<file path="config.mk">
export PLATFORM = sky130hd
export DESIGN_NAME = hzd_ctrl_unit
export DESIGN_NICKNAME = d
export VERILOG_FILES = /design/src/rtl/hzd_pkg.sv /design/src/rtl/hzd_ctrl_unit_fwd_sel.sv /design/src/rtl/hzd_ctrl_unit.sv
export SDC_FILE = /design/constraint.sdc
export NUM_CORES = 1
export LEC_CHECK = 0
export ABC_AREA = 1
export CORE_UTILIZATION = 41
export DETAILED_ROUTE_END_ITERATION = 12
export HOLD_SLACK_MARGIN = 0.02
export PLACE_DENSITY = 0.85
export SYNTH_ARGS = -nofsm -noshare
export SYNTH_HDL_FRONTEND = slang
export SYNTH_SLANG_ARGS = --single-unit
</file>
<file path="constraint.sdc">
create_clock -name clk -period 2.7 [get_ports clk]
set_input_delay 0.405 -clock clk [delete_from_list [all_inputs] [get_ports clk]]
set_output_delay 0.405 -clock clk [all_outputs]
set_load 0.02 [all_outputs]
</file>
<file path="src/rtl/hzd_pkg.sv">
// Shared types and constants for the hazard/forwarding control unit.
// Optional HZD_PERF_EN performance counters live in hzd_ctrl_unit.
package hzd_pkg;

    typedef enum logic [1:0] {
        FWD_RF    = 2'b00,
        FWD_MEMWB = 2'b01,
        FWD_EXMEM = 2'b10
    } fwd_sel_e;

    typedef enum logic [1:0] {
        RUN    = 2'b00,
        LSTALL = 2'b01,
        MWAIT  = 2'b10
    } hzd_state_e;

    localparam int REG_ZERO = 0;

    localparam int N_PERF = 3;
    localparam int PERF_STALL = 0;
    localparam int PERF_FLUSH = 1;
    localparam int PERF_MWAIT = 2;

endpackage

</file>
<file path="src/rtl/hzd_ctrl_unit_fwd_sel.sv">
// Per-operand forwarding selector; EX/MEM result wins over MEM/WB.
// Loads in MEM are not forwarded from EX/MEM (their data is not ready there).
module fwd_sel
    import hzd_pkg::*;
#(
    parameter int REG_AW = 5
) (
    input  logic [REG_AW-1:0] idex_rs,
    input  logic [REG_AW-1:0] exmem_rd,
    input  logic              exmem_reg_write,
    input  logic              exmem_mem_read,
    input  logic [REG_AW-1:0] memwb_rd,
    input  logic              memwb_reg_write,
    output logic [1:0]        fwd
);

    logic exmem_hit;
    logic memwb_hit;

    assign exmem_hit = exmem_reg_write && !exmem_mem_read &&
                       (exmem_rd != REG_AW'(REG_ZERO)) && (exmem_rd == idex_rs);
    assign memwb_hit = memwb_reg_write &&
                       (memwb_rd != REG_AW'(REG_ZERO)) && (memwb_rd == idex_rs);

    always_comb begin
        fwd = FWD_RF;
        if (exmem_hit) begin
            fwd = FWD_EXMEM;
        end else if (memwb_hit) begin
            fwd = FWD_MEMWB;
        end
    end

endmodule

</file>
<file path="src/rtl/hzd_ctrl_unit.sv">
// Forwarding, load-use stall, data-memory wait freeze and branch flush control.
// Define HZD_PERF_EN to add saturating stall/flush/memory-wait counters.
module hzd_ctrl_unit
    import hzd_pkg::*;
#(
    parameter int REG_AW   = 5,
    parameter int LOAD_LAT = 1,
    parameter int CNT_W    = 32
) (
    input  logic              clk,
    input  logic              rst_n,
    input  logic [REG_AW-1:0] ifid_rs1,
    input  logic [REG_AW-1:0] ifid_rs2,
    input  logic              ifid_use_rs1,
    input  logic              ifid_use_rs2,
    input  logic [REG_AW-1:0] idex_rs1,
    input  logic [REG_AW-1:0] idex_rs2,
    input  logic [REG_AW-1:0] idex_rd,
    input  logic              idex_MemRead,
    input  logic [REG_AW-1:0] exmem_rd,
    input  logic              exmem_RegWrite,
    input  logic              exmem_MemRead,
    input  logic [REG_AW-1:0] memwb_rd,
    input  logic              memwb_RegWrite,
    input  logic              ex_branch_taken,
    input  logic              dmem_req,
    input  logic              dmem_ready,
    output logic [1:0]        forwardA,
    output logic [1:0]        forwardB,
    output logic              PCWrite,
    output logic              ifidWrite,
    output logic              idex_bubble,
    output logic              ifid_flush,
    output logic              pipe_hold
`ifdef HZD_PERF_EN
    ,
    output logic [CNT_W-1:0]  perf_stall_cyc,
    output logic [CNT_W-1:0]  perf_flush_cnt,
    output logic [CNT_W-1:0]  perf_mwait_cyc
`endif
);

    hzd_state_e state_reg, state_next;
    hzd_state_e saved_reg, saved_next;
    hzd_state_e eff_state;
    logic [2:0] cnt_reg, cnt_next;

    logic [1:0] fwd_a, fwd_b;
    logic       mem_wait;
    logic       luh;
    logic       load_stall;
    logic       branch_flush;
    logic       pc_write_c, ifid_write_c, bubble_c, flush_c, hold_c;

    fwd_sel #(.REG_AW(REG_AW)) u_fwd_a (
        .idex_rs         (idex_rs1),
        .exmem_rd        (exmem_rd),
        .exmem_reg_write (exmem_RegWrite),
        .exmem_mem_read  (exmem_MemRead),
        .memwb_rd        (memwb_rd),
        .memwb_reg_write (memwb_RegWrite),
        .fwd             (fwd_a)
    );

    fwd_sel #(.REG_AW(REG_AW)) u_fwd_b (
        .idex_rs         (idex_rs2),
        .exmem_rd        (exmem_rd),
        .exmem_reg_write (exmem_RegWrite),
        .exmem_mem_read  (exmem_MemRead),
        .memwb_rd        (memwb_rd),
        .memwb_reg_write (memwb_RegWrite),
        .fwd             (fwd_b)
    );

    assign mem_wait = dmem_req && !dmem_ready;
    assign luh = idex_MemRead && (idex_rd != REG_AW'(REG_ZERO)) &&
                 ((ifid_use_rs1 && (idex_rd == ifid_rs1)) ||
                  (ifid_use_rs2 && (idex_rd == ifid_rs2)));

    // While frozen, the machine behaves as the state it was in before the wait.
    assign eff_state = (state_reg == MWAIT) ? saved_reg : state_reg;

    always_ff @(posedge clk or negedge rst_n) begin
        if (!rst_n) begin
            state_reg <= RUN;
            saved_reg <= RUN;
            cnt_reg   <= 3'd0;
        end else begin
            state_reg <= state_next;
            saved_reg <= saved_next;
            cnt_reg   <= cnt_next;
        end
    end

    always_comb begin
        state_next   = state_reg;
        saved_next   = saved_reg;
        cnt_next     = cnt_reg;
        pc_write_c   = 1'b1;
        ifid_write_c = 1'b1;
        bubble_c     = 1'b0;
        flush_c      = 1'b0;
        hold_c       = 1'b0;
        load_stall   = 1'b0;
        branch_flush = 1'b0;

        if (mem_wait) begin
            state_next   = MWAIT;
            saved_next   = eff_state;
            pc_write_c   = 1'b0;
            ifid_write_c = 1'b0;
            hold_c       = 1'b1;
        end else if (ex_branch_taken) begin
            // The load-stalled instruction is being flushed, so the stall is moot.
            branch_flush = 1'b1;
            flush_c      = 1'b1;
            bubble_c     = 1'b1;
            state_next   = RUN;
            saved_next   = RUN;
            cnt_next     = 3'd0;
        end else if (eff_state == LSTALL) begin
            load_stall   = 1'b1;
            pc_write_c   = 1'b0;
            ifid_write_c = 1'b0;
            bubble_c     = 1'b1;
            if (cnt_reg <= 3'd1) begin
                state_next = RUN;
                cnt_next   = 3'd0;
            end else begin
                state_next = LSTALL;
                cnt_next   = cnt_reg - 3'd1;
            end
        end else begin
            state_next = RUN;
            if (luh) begin
                load_stall   = 1'b1;
                pc_write_c   = 1'b0;
                ifid_write_c = 1'b0;
                bubble_c     = 1'b1;
                if (LOAD_LAT > 1) begin
                    state_next = LSTALL;
                    cnt_next   = 3'(LOAD_LAT - 1);
                end
            end
        end
    end

    // Reset forces a safe pipeline: nothing advances and ID/EX is bubbled.
    assign forwardA    = rst_n ? fwd_a : FWD_RF;
    assign forwardB    = rst_n ? fwd_b : FWD_RF;
    assign PCWrite     = rst_n && pc_write_c;
    assign ifidWrite   = rst_n && ifid_write_c;
    assign idex_bubble = !rst_n || bubble_c;
    assign ifid_flush  = rst_n && flush_c;
    assign pipe_hold   = rst_n && hold_c;

    if (CNT_W < 1) begin : g_cnt_w_invalid
    end

`ifdef HZD_PERF_EN
    logic [N_PERF-1:0] perf_inc;

    assign perf_inc[PERF_STALL] = load_stall;
    assign perf_inc[PERF_FLUSH] = branch_flush;
    assign perf_inc[PERF_MWAIT] = hold_c;

    for (genvar gi = 0; gi < N_PERF; gi++) begin : g_perf
        logic [CNT_W-1:0] cnt_reg;

        always_ff @(posedge clk or negedge rst_n) begin
            if (!rst_n) begin
                cnt_reg <= '0;
            end else if (perf_inc[gi] && !(&cnt_reg)) begin
                cnt_reg <= cnt_reg + 1'b1;
            end
        end
    end

    assign perf_stall_cyc = g_perf[PERF_STALL].cnt_reg;
    assign perf_flush_cnt = g_perf[PERF_FLUSH].cnt_reg;
    assign perf_mwait_cyc = g_perf[PERF_MWAIT].cnt_reg;
`endif

endmodule

</file>
==> results.ini <==
[routing]
antenna_left = 0
vias = 1141
dr.pass1.iters = 4
drt_first_iter_violations = 21
wl_per_cell_um = 10.6
wl_um = 2630
drc = 0
viasPerCell = 4.62

[clock_network]
cts_resized = 0
insertion_delay_ps = 250
clk_pin_slew_ps = 50
cts_tree = done
cts_setup_buffers = 0
clock_sink_count = 7
cts_max_level = 1
cts_root_buf = clkbuf_4
hold_buffers = 0
numCtsBuffers = 3
clk_path_buf_depth = 2

[synthesis]
synthFlopType = dfrtp_1
yosysMostFrequentCell = nand2_1
syn_area_sq_um = 961
synth.distinct_cells = 26
synth_edf_count = 0
ys_seq_area_frac = 0.182
yosys.area.top_type_share = 0.182
ys_top_cells_by_area = dfrtp_1, nand2_1, xnor2_1
syn_inst = 161
avgSynthCellArea_sq_um = 5.97
synth.top_cells.by_count = nand2_1, nor2_1, inv_1
syn_nets = 209
yosys_warnings = 0
synth-seq-cells = 7
synth_area_leader_cell = dfrtp_1
synthArstFlopShare = 1.00

[final_layout]
syn_to_final_growth_pct = 63.3
layout.nets = 268
utilization = 0.709
instances_no_fill = 247
antenna_cells = 0
drive_above_1_share = 0.0868
largest_reg_flops = 3

[floorplan]
rows = 17
fp.dieW_um = 50.4
start_util = 0.434
ioPinCount = 55
dieArea_sq_um = 2540
die_y_um = 50.4
core_region_area_sq_um = 2210

[worst_setup_path]
r2r_slack_ps = 1520
worstReg2RegEnd = cnt_reg[2]
cp_common_cell = clkdlybuf4s50_1
timing.rr.start = cnt_reg[0]
path_cells = clkdlybuf4s50_1 > xnor2_1 > nand2_1 > nor3_1 > nand3_1 > nor2_1 > clkdlybuf4s50_1
worstPathRequired_ps = 2300
critPathSlowestCell = clkdlybuf4s50_1
startpoint_type = input port
critPathCaptureType = primary output
crit_arrival_ps = 2160
timing.reg2reg.worst_path_depth = 6
cp_max_fo = 3
cpPeakStageDelay_ps = 620
critPathKind = in2out

[sta]
skew_ps = 5.90
max_freq_ghz = 0.391
hold_violations = 0
drv_slew = 0
setup_viol = 0
relSlewSlack = 0.829
fin_setup_tns_ps = 0
period_share = 0.948
rsz0062_at_grt = false
tightest_slew_ps = 254
fin_crit_ps = 2560

[global_routing]
grt_pass1_wl_um = 4440
grt_overflow = 0
antenna_found_initial = 0
grt_pass1_vias = 1123
grt_max_degree = 8
grt_usage = 0.229

[power]
p_leak_nw = 0.734
power-per-cell-area_nw_per_um2 = 270
power_frac_seq = 0.273
sw_frac_of_total = 0.335
p_comb_frac = 0.501
clkPwrFrac = 0.226
p_sw_mw = 0.142
irDropWorstVdd_mv = 0.192
internal-power_mw = 0.282

[place]
place_congestion = 0.807
place_inst = 243
io_buffers = 54
dp_hpwl_um = 2350

[job]
maxCapViolations = 0

[outcome]
status = completed

[worst_hold_path]
hp-class = in2async

-- worst max-delay path, delay by kind of cell --
kind                   cells  cell delay (ps)
XOR/XNOR                   1              140
AND/OR/NAND/NOR            4              460
buffers and inverters      2             1160
-- area by class of cell --
class / count / area (sq um)
multi-input cells: 124 / 676
fillers: 218 / 643
repair buffers: 55 / 548
flip-flops and latches: 7 / 175
inverters: 29 / 109
well taps: 28 / 35.0
clock buffers: 4 / 26.3
-- worst max-delay path by stage --
stage	startpoint	to
finish	memwb_rd[4]	forwardB[0]
global route	rst_n	forwardA[1]
CTS	exmem_rd[0]	forwardB[1]
detailed placement	exmem_rd[0]	forwardB[1]
global placement	exmem_rd[4]	forwardB[1]
floorplan	dmem_req	ifidWrite
-- power by group through the flow --
stage / clock, mW / sequential (mW) / combinational, mW
floorplan: 0 / 0.116 / 0.101
global placement: 0 / 0.117 / 0.206
detailed placement: 0 / 0.117 / 0.211
CTS: 0.0980 / 0.116 / 0.212
global route: 0.102 / 0.116 / 0.233
finish: 0.0957 / 0.116 / 0.212
-- cell usage in the layout, fill, tap and decap left out --
cell,n
a22o_1,1
nand2_4,1
or2_0,1
nor4_2,1
nand2_2,2
xor2_1,4
clkinv_1,1
nor3_1,4
nor2_1,24
nor4_1,1
nand3_1,10
dfrtp_1,7
nand3_2,1
a21oi_1,3
o22ai_1,1
inv_2,5
clkdlybuf4s50_1,54
ha_1,2
inv_1,23
clkbuf_1,1
o21ai_0,1
o21ai_2,2
o21a_1,1
xnor2_1,14
a21oi_2,1
o21ai_1,5
nand2_1,42
buf_4,1
clkbuf_4,3
nor2_4,2
-- per-stage QoR --
stage | power (mW) | hold WS (ps) | area, sq um | worst slack, ps
after global placement | 0.323 | 502 | 1540 | 94.9
final | 0.423 | 499 | 1570 | 140
after CTS | 0.426 | 501 | 1560 | 86.5
after global routing | 0.452 | 529 | 1570 | 7.27
after floorplan | 0.218 | 109 | 961 | 843
after detailed placement | 0.329 | 507 | 1540 | 108
-- routing by layer --
| layer | routed length, um | GRT usage |
|---|---|---|
| met1 | 1120 | 0.248 |
| met2 | 1380 | 0.447 |
| met3 | 95 | 0.0273 |
| met4 | 26 | 0.0787 |
| met5 | 0 | 0 |
-- cell families (layout without fill, tap and decap cells) --
kind of cell | Yosys count | count (layout) | share of synthesized area
flip-flops | 7 | 7 | 0.182
XOR/XNOR | 18 | 18 | 0.164
AND/OR/NAND/NOR | 89 | 89 | 0.409
adder cells (fa/ha/maj) | 2 | 2 | 0.0260
buffers and inverters | 30 | 88 | 0.121
AO/OA/AOI/OAI | 15 | 15 | 0.0977
Power figures use the tool's default switching activity.
